File: src/rtl/fifo_lib_pkg.sv
// Shared types for the FIFO stream reader: state encoding of the two-entry
// output stage (main register plus skid register).
package fifo_lib_pkg;

    typedef enum logic [1:0] {
        EMPTY = 2'd0,
        ONE   = 2'd1,
        TWO   = 2'd2
    } out_state_e;

endpackage : fifo_lib_pkg

File: src/rtl/fifo_stream_reader.sv
// Drains a show-ahead FIFO into a valid/ready stream through a 2-entry output stage.
// Define FIFO_STREAM_READER_TLAST_EN to frame the stream into PKT_LEN-beat packets via tlast_o.
module fifo_stream_reader
    import fifo_lib_pkg::*;
#(
    parameter int DATA_WIDTH = 8,
    parameter int PKT_LEN    = 16,
    parameter int CNT_WIDTH  = (PKT_LEN > 1) ? $clog2(PKT_LEN) : 1
) (
    input  logic                  clk_i,
    input  logic                  rst_i,
    input  logic                  flush_i,
    output logic                  fifo_rd_o,
    input  logic [DATA_WIDTH-1:0] fifo_rd_data_i,
    input  logic                  fifo_empty_i,
    output logic [DATA_WIDTH-1:0] tdata_o,
    output logic                  tvalid_o,
    input  logic                  tready_i,
    output logic                  tlast_o
);

    if (PKT_LEN < 1 || CNT_WIDTH < 1 || (2 ** CNT_WIDTH) < PKT_LEN) begin : g_bad_cfg
        $error("fifo_stream_reader: PKT_LEN must be >= 1 and fit in CNT_WIDTH bits");
    end

    out_state_e            state_q, state_d;
    logic [DATA_WIDTH-1:0] main_q, main_d;
    logic [DATA_WIDTH-1:0] skid_q, skid_d;
    logic                  tvalid_q;
    logic                  pop_s;

    // Popping depends only on held state, never on tready_i, so the FIFO read
    // strobe has no combinational path from the stream sink.
    assign pop_s     = !fifo_empty_i && (state_q != TWO) && !flush_i && !rst_i;
    assign fifo_rd_o = pop_s;

    // Output-stage next state: flush wins over any pop or handshake
    always_comb begin
        state_d = state_q;
        main_d  = main_q;
        skid_d  = skid_q;
        if (flush_i) begin
            state_d = EMPTY;
        end else begin
            case (state_q)
                EMPTY: begin
                    if (pop_s) begin
                        main_d  = fifo_rd_data_i;
                        state_d = ONE;
                    end else begin
                        state_d = EMPTY;
                    end
                end
                ONE: begin
                    if (pop_s && tready_i) begin
                        main_d  = fifo_rd_data_i;
                        state_d = ONE;
                    end else if (pop_s) begin
                        skid_d  = fifo_rd_data_i;
                        state_d = TWO;
                    end else if (tready_i) begin
                        state_d = EMPTY;
                    end else begin
                        state_d = ONE;
                    end
                end
                TWO: begin
                    if (tready_i) begin
                        main_d  = skid_q;
                        state_d = ONE;
                    end else begin
                        state_d = TWO;
                    end
                end
                default: begin
                    state_d = EMPTY;
                end
            endcase
        end
    end

    // Output-stage registers; tvalid is registered from the next state
    always_ff @(posedge clk_i) begin
        if (rst_i) begin
            state_q  <= EMPTY;
            main_q   <= {DATA_WIDTH{1'b0}};
            skid_q   <= {DATA_WIDTH{1'b0}};
            tvalid_q <= 1'b0;
        end else begin
            state_q  <= state_d;
            main_q   <= main_d;
            skid_q   <= skid_d;
            tvalid_q <= (state_d != EMPTY);
        end
    end

    assign tdata_o  = main_q;
    assign tvalid_o = tvalid_q;

`ifdef FIFO_STREAM_READER_TLAST_EN
    localparam logic [CNT_WIDTH-1:0] LAST_BEAT = CNT_WIDTH'(PKT_LEN - 1);

    logic                 hs_s;
    logic [CNT_WIDTH-1:0] beat_q, beat_d;
    logic                 tlast_q;

    assign hs_s = tvalid_q && tready_i;

    // beat_q is the packet index of the word currently sitting in main
    always_comb begin
        beat_d = beat_q;
        if (flush_i) begin
            beat_d = {CNT_WIDTH{1'b0}};
        end else if (hs_s) begin
            if (beat_q == LAST_BEAT) begin
                beat_d = {CNT_WIDTH{1'b0}};
            end else begin
                beat_d = beat_q + CNT_WIDTH'(1);
            end
        end else begin
            beat_d = beat_q;
        end
    end

    // Beat counter and registered tlast
    always_ff @(posedge clk_i) begin
        if (rst_i) begin
            beat_q  <= {CNT_WIDTH{1'b0}};
            tlast_q <= 1'b0;
        end else begin
            beat_q  <= beat_d;
            tlast_q <= (state_d != EMPTY) && (beat_d == LAST_BEAT);
        end
    end

    assign tlast_o = tlast_q;
`else
    assign tlast_o = 1'b0;
`endif

endmodule : fifo_stream_reader

File: config.mk
export PLATFORM = sky130hd
export DESIGN_NAME = fifo_stream_reader
export DESIGN_NICKNAME = d
export VERILOG_FILES = /design/src/rtl/fifo_lib_pkg.sv /design/src/rtl/fifo_stream_reader.sv
export SDC_FILE = /design/constraint.sdc
export NUM_CORES = 1
export LEC_CHECK = 0
export CORE_AREA = 2 2 49 51
export CTS_BUF_LIST = sky130_fd_sc_hd__clkbuf_8
export CTS_CLUSTER_DIAMETER = 50
export CTS_CLUSTER_SIZE = 28
export DETAILED_ROUTE_END_ITERATION = 12
export DIE_AREA = 0 0 51 53
export PLACE_DENSITY_LB_ADDON = 0.3
export SYNTH_ARGS = -nofsm -noshare
export SYNTH_HDL_FRONTEND = slang
export SYNTH_SLANG_ARGS = --single-unit
export TNS_END_PERCENT = 5
File: constraint.sdc
create_clock -name clk_i -period 2 [get_ports clk_i]
set_input_delay 0.3 -clock clk_i [delete_from_list [all_inputs] [get_ports clk_i]]
set_output_delay 0.3 -clock clk_i [all_outputs]
set_load 0.02 [all_outputs]
# After elaboration in Yosys (flattened, before gate mapping)
# Cells that the tools add are included.
dict set report op_classes {
  n_eq_ne 6
  muxes 11
  bitwise 2
  reduce_logical 12
}
# op count
set op_table {}
lappend op_table {{8-bit two-way mux} 3}
lappend op_table {{8-bit case mux with 3 select lines} 1}
lappend op_table {{2-bit two-way mux} 4}
lappend op_table {{2-bit inequality test, second input constant} 4}
lappend op_table {{2-bit case mux with 3 select lines} 1}
lappend op_table {{5-bit AND reduction} 1}
lappend op_table {{1-bit logical AND} 4}
lappend op_table {{4-bit AND reduction} 1}
lappend op_table {{1-bit zero test} 3}
lappend op_table {{3-bit nonzero test} 1}
lappend op_table {{2-bit by 1-bit equality test with 1-bit output, second input constant} 1}
lappend op_table {{2-bit equality test, second input constant} 1}
lappend op_table {{2-bit zero test} 1}
lappend op_table {{1-bit two-way mux} 2}
lappend op_table {{1-bit inverter} 2}
lappend op_table {{2-bit nonzero test} 1}
dict set report totals {
  ff_bits 19
  output_inout_bits 11
  word_cells 35
}

# Depth between registers and ports, before layout
# Gate-level depths: netlist of run 1.
dict set report logic_depth {
  word_depth 9
  mapped_depth 9
}

# Least setup slack after synthesis of run 1
# No wires, ideal clock.
dict set report synth_path {
  path_kind {flip-flop to flip-flop}
  from {register state_q[1]}
  to {register main_q[4] (netlist: tdata_o[4])}
  setup_time_ns 0.071
  t_arrival_ns 2.576
  required_time_ns 1.929
  setup_slack_ns -0.647
  stages_incl_launch_ff 10
  n_path_buf 2
  cell_sequence {dfxtp_1 nor2b_2 buf_6 nor4_1 ha_1 nand2b_1 o311ai_4 buf_2 a211o_1 a21oi_1}
}
dict set report synth_between {
  elab_chain_cells 7
  elab_cells_between_ends 14
  classes_between {6 x eq/ne; 1 x mux; 7 x reduce/logical}
}
# item line_no
set synth_rtl {}
lappend synth_rtl {{start, declared} fifo_stream_reader.sv:26} ;# out_state_e state_q, state_d;
lappend synth_rtl {{start signal, assigned} fifo_stream_reader.sv:90} ;# state_q <= state_d;
lappend synth_rtl {{2-bit inequality test *} fifo_stream_reader.sv:34} ;# assign pop_s = !fifo_empty_i && (state_q != TWO) && !flush_i && !rst_i;
lappend synth_rtl {{1-bit logical AND * (3 in a row)} fifo_stream_reader.sv:34}
lappend synth_rtl {{via fifo_rd_o} fifo_stream_reader.sv:13} ;# output logic fifo_rd_o,
lappend synth_rtl {{1-bit logical AND} fifo_stream_reader.sv:55} ;# if (pop_s && tready_i) begin
lappend synth_rtl {{2-bit inequality test (no source line)} -}
lappend synth_rtl {{5-bit AND reduction (no source line) *} -}
lappend synth_rtl {{end signal, assigned} fifo_stream_reader.sv:86} ;# main_q <= {DATA_WIDTH{1'b0}};
lappend synth_rtl {{end signal, assigned} fifo_stream_reader.sv:91} ;# main_q <= main_d;
lappend synth_rtl {{end, declared} fifo_stream_reader.sv:27} ;# logic [DATA_WIDTH-1:0] main_q, main_d;
# Mark *: on every way through the listed nets, which the timed path passes. The rest lies on a longest branch.
# A chain may end at the register's enable or synchronous reset.

# Final worst setup path of run 1
dict set report layout_path {
  from {input port flush_i}
  to {register main_q[1] (netlist: tdata_o[1])}
}
dict set report layout_between {
  elab_chain_cells 6
  elab_cells_between_ends 8
  classes_between {2 x eq/ne; 1 x bitwise; 5 x reduce/logical}
}
# item line_no
set layout_rtl {}
lappend layout_rtl {{start, declared} fifo_stream_reader.sv:12} ;# input logic flush_i,
lappend layout_rtl {{1-bit zero test} fifo_stream_reader.sv:34}
lappend layout_rtl {{1-bit logical AND (2 in a row)} fifo_stream_reader.sv:34}
lappend layout_rtl {{1-bit logical AND} fifo_stream_reader.sv:55}
lappend layout_rtl {{2-bit inequality test (no source line)} -}
lappend layout_rtl {{5-bit AND reduction (no source line) *} -}
# Mark *: on every way between the ends. The rest lies on a longest branch, timed or not.

==> results of run 1 <==
## routing by layer
layer | vias to the layer above | track usage, %
met3 | 2 | 3.955
met2 | 11 | 28.57
met5 | - | 0
met1 | 390 | 18.48
li1 | 441 | -
met4 | 0 | 7.658
## tightest hold or removal path, delay by kind of cell (launching register included)
| family | cells | cell delay (ns) |
|---|---|---|
| DFF | 1 | 0.31 |
| AOI/OAI and AO/OA | 2 | 0.12 |
## worst max path at each step
stage	from	end	slack, ns	cells past startpoint
floorplan	state_q[1]$_SDFF_PP0_	tdata_o[4]$_SDFFE_PP0P_	-0.09	9
global placement	flush_i	tdata_o[1]$_SDFFE_PP0P_	-0.10	7
detailed placement	flush_i	tdata_o[0]$_SDFFE_PP0P_	-0.16	7
CTS	state_q[1]$_SDFF_PP0_	tdata_o[1]$_SDFFE_PP0P_	0.09	7
global route	flush_i	tdata_o[1]$_SDFFE_PP0P_	0.03	7
finish	flush_i	tdata_o[1]$_SDFFE_PP0P_	0.17	7
## area by class of cell
class | count | area, sq um | share of cell area [%]
well taps | 28 | 35.03 | 2.659
flip-flops and latches | 19 | 385.4 | 29.25
multi-input cells | 79 | 533.0 | 40.46
clock buffers | 3 | 41.29 | 3.134
repair buffers | 33 | 304.0 | 23.08
inverters | 4 | 15.01 | 1.140
clock inverters | 1 | 3.754 | 0.2849
## per-stage QoR
stage | hold WS (ns) | total power, uW
finish | 0.4767 | 772.9
global placement | 0.4633 | 522.4
floorplan | 0.3694 | 462.9
detailed placement | 0.4674 | 524.6
CTS | 0.4771 | 777.9
global route | 0.5025 | 812.1
## registers in the layout, summed over array words and instances, names as in the netlist
| name | count |
|---|---|
| tdata_o | 8 |
| tvalid_o | 1 |
| skid_q | 8 |
| state_q | 2 |
## repair_timing
item	4_1_cts	5_1_grt
cloned	0	1
setup buffers	0	1
pin swaps	0	1
resized for setup	1	1
hold buffers	0	0
endpoints found under the setup margin	1	6
## power by group
part	switching [uW]	internal, uW
Combinational	61.5	65.5
Sequential	5.32	387
Clock	117	136
Total	184	589
## synthesized netlist by cell type
library cell | number | area, sq um
buf_6 | 2 | 22.52
a21oi_1 | 9 | 45.04
ha_1 | 2 | 25.02
a2bb2oi_1 | 1 | 8.760
o311ai_4 | 1 | 26.28
nand2_1 | 16 | 60.06
o21ai_1 | 2 | 10.01
inv_1 | 4 | 15.01
a21boi_2 | 1 | 11.26
buf_2 | 2 | 10.01
a211oi_1 | 1 | 7.510
a22oi_1 | 1 | 7.510
buf_4 | 2 | 15.01
conb_1 | 1 | 3.750
clkbuf_1 | 2 | 7.510
mux2i_1 | 8 | 80.08
nor2b_2 | 1 | 8.760
nor4_1 | 2 | 12.51
nand2b_1 | 3 | 18.77
a211o_1 | 8 | 70.07
o21ai_0 | 8 | 40.04
nor3_1 | 2 | 10.01
dfxtp_1 | 19 | 380.4
nor2_1 | 11 | 41.29
## cells by family (layout without fill, tap and decap cells)
group | after synthesis | count (layout) | share of synthesized area [%]
multiplexers | 8 | 8 | 8.545
buffers and inverters | 12 | 41 | 7.476
AND/OR/NAND/NOR | 35 | 35 | 16.16
other | 1 | 1 | 0.4001
AO/OA/AOI/OAI | 32 | 33 | 24.17
flip-flops | 19 | 19 | 40.59
adder cells (fa/ha/maj) | 2 | 2 | 2.670
==> results.md, run 1 <==
- The run finished with clean final reports.
- The flip-flop and latch count after synthesis is 19.
- The largest voltage drop on the vdd net is 0.4709 mV.
- The met1 routed wirelength after detailed routing is 1015 um.
- The number of cells on the worst hold path is 2.
- The area enclosed by the die boundary is 2703 sq um.
- The worst setup path is launched from an input port.
- For this run, the number of Yosys warnings is 0.
- The share of the clock period used by the worst path after layout is slightly above 90%.
- The number of fill cells is 204.
- The row count is 17.
- The initial utilization of the core area, before any placement, comes to a little over two fifths.
- The hold violation total from the final report is 0.
- The wire length after detailed routing is just over 2000 um.
- The placer congestion estimate is roughly 0.81.
- Summing all placed instances gives a cell area of 1247 sq um.
- The number of nets still failing antenna checks after routing is 0.
- The HPWL after detailed placement is 1489 um.
- The per-cell routed wire length is around 12 um.
- Setup repair after global routing left no endpoint under its margin.
- The worst path in the final design needs a cycle of about 1.8 ns, including I/O delays and setup.
- The number of buffers added by the clock tree synthesis step is 3.
- The source of the worst hold timing path is tdata_o[1]$_SDFFE_PP0P_.
- The number of max-cap violations is 0.
- In this run the worst path has a maximum fanout of 8.
- The instance count of the mapped netlist is between 100 and 150.
- The proportion of layout cells with a drive suffix above 1 is 16.55%.
- The relative slew slack is 65.04%.
- The clock latency at the later pin of the worst-skew pair is 0.25 ns.
- The worst register-to-register path ends at tdata_o[1]$_SDFFE_PP0P_.
- After clock tree synthesis, the clock-pin slew on the worst setup and hold paths is roughly 0.060 ns.
- The number of primary I/O pins is 24.
- For the worst setup path, the data required time is 2.18 ns.
- After detailed routing, the number of vias per cell comes to 5.054.
- Derived from the worst setup path, the maximum achievable clock frequency is 0.5453 GHz.
- The power per cell area is a little under 600 nW/um^2.
- The count of cells in the finished layout, fillers not included, comes to 167.
- The slowest library cell on the worst path is clkdlybuf4s50_1.
- The routed layout has 844 vias.
- The fraction of the yosys area taken by sequential cells is around two fifths.
- Signal routing reaches up to met4.
- Measured on the finished design, the core utilization comes to 61.33%.
- The cell depth of the worst flop-to-flop path is 7.
- The post-synthesis cell area is 937.1 sq um.
- The total negative slack for setup checks is 0 ns.
- The core region is between 2000 and 2500 sq um.
- The number of I/O port buffers is 22.
- The number of DRC markers after the initial detailed-route iteration is 9.
- The number of antenna violations at the first check in global routing is 0.
- Grouping stages by cell kind, the critical path spends the most delay in compound AO/OA/AOI/OAI gates.
- The delay of the slowest critical-path stage is 0.45 ns.
- The worst setup skew after layout is approximately 0.0064 ns.
- The synthesized netlist contains 24 unique library cells.
- The type of the most critical hold path is flop to flop.
- Data arrives at the worst endpoint at 2.01 ns.
- The number of design rule violations left after detail routing is 0.
- The number of max-slew violations in the final report came to 0.
- The most common library cell in the layout ignoring fill and taps is clkdlybuf4s50_1.
- When the netlist entered floorplanning its net count stood at 124.
- In this run the mean area of a mapped cell was 8.598 sq um.
- Before antenna repair, the detailed router went through 3 iterations.
- The combined buffer and inverter count along the critical path is 1.
- The routed design uses roughly 63 um of met3 wire.
- The critical path in this run is classified as input port to flop.
- The overall routing resource usage is between 10% and 20%.
- The met2 routed wirelength is 963 um.
- The analysis attributes to cell leakage a power of ~0.00056 uW.
- The sort of element at the end of the critical path is a flop.
- The TritonCTS clock tree is built.
- At the pin with the least slew margin, the transition time is 0.5235 ns.
- In this run the number of H-tree levels came out at 1.
- The aggregate global routing overflow is 0.
- For this run, the post-layout net count is 155.
- The number of cells in the design after placement is between 150 and 200.
- The post-synthesis to final-layout area growth is 40.59%.
- The number of global-route vias before repair came to 768.
- The number of antenna diodes in the final layout is 0.
- Across all register-to-register paths, the minimum setup slack is 0.28 ns.
- Entering global routing, the biggest net connects 21 pins.
- With fillers left out, the area of the finished cells amounts to 1318 sq um.
- Walking the worst path, the cells encountered are clkdlybuf4s50_1 -> nor4_4 -> ha_2 -> nand2b_4 -> o311ai_4 -> a211o_1 -> a21oi_1.
- The count of final setup violators is 0.
- The beginning of the worst register-to-register path is state_q[1]$_SDFF_PP0_.
- In this run the deepest clock path goes through 2 buffers.
- The wire length of the first global-routing pass is 3270 um.
- The die extent in y is 53 um.
- At the placement stage, the worst setup path has a slack of -0.1560 ns.
- Counting every sink on the clock net gives 19.
- The die width is 51 um.
- In the layout the commonest cells are clkdlybuf4s50_1 (20), dfxtp_1 (17), nand2_1 (16).
- In the post-route analysis, the smallest setup slack over all paths is approximately 0.17 ns.
- For hold timing, the worst endpoint is tdata_o[1]$_SDFFE_PP0P_.
- The clock root buffer is clkbuf_8.
No activity file was read; power rests on OpenSTA's default activity.
==> run 2: changes to the inputs <==
--- a/config.mk
+++ b/config.mk
@@ -15,4 +15,4 @@
 export SYNTH_ARGS = -nofsm -noshare
 export SYNTH_HDL_FRONTEND = slang
 export SYNTH_SLANG_ARGS = --single-unit
-export TNS_END_PERCENT = 5
+export TNS_END_PERCENT = 1
==> results of run 2 <==
The final DEF is identical to that of run 1; final timing and power are the same.
==> run 3: changes to the inputs <==
--- a/config.mk
+++ b/config.mk
@@ -11,6 +11,7 @@
 export CTS_CLUSTER_SIZE = 28
 export DETAILED_ROUTE_END_ITERATION = 12
 export DIE_AREA = 0 0 51 53
+export GPL_ROUTABILITY_DRIVEN = 0
 export PLACE_DENSITY_LB_ADDON = 0.3
 export SYNTH_ARGS = -nofsm -noshare
 export SYNTH_HDL_FRONTEND = slang
==> results of run 3 <==
The final DEF is identical to that of run 1; final timing and power are the same.
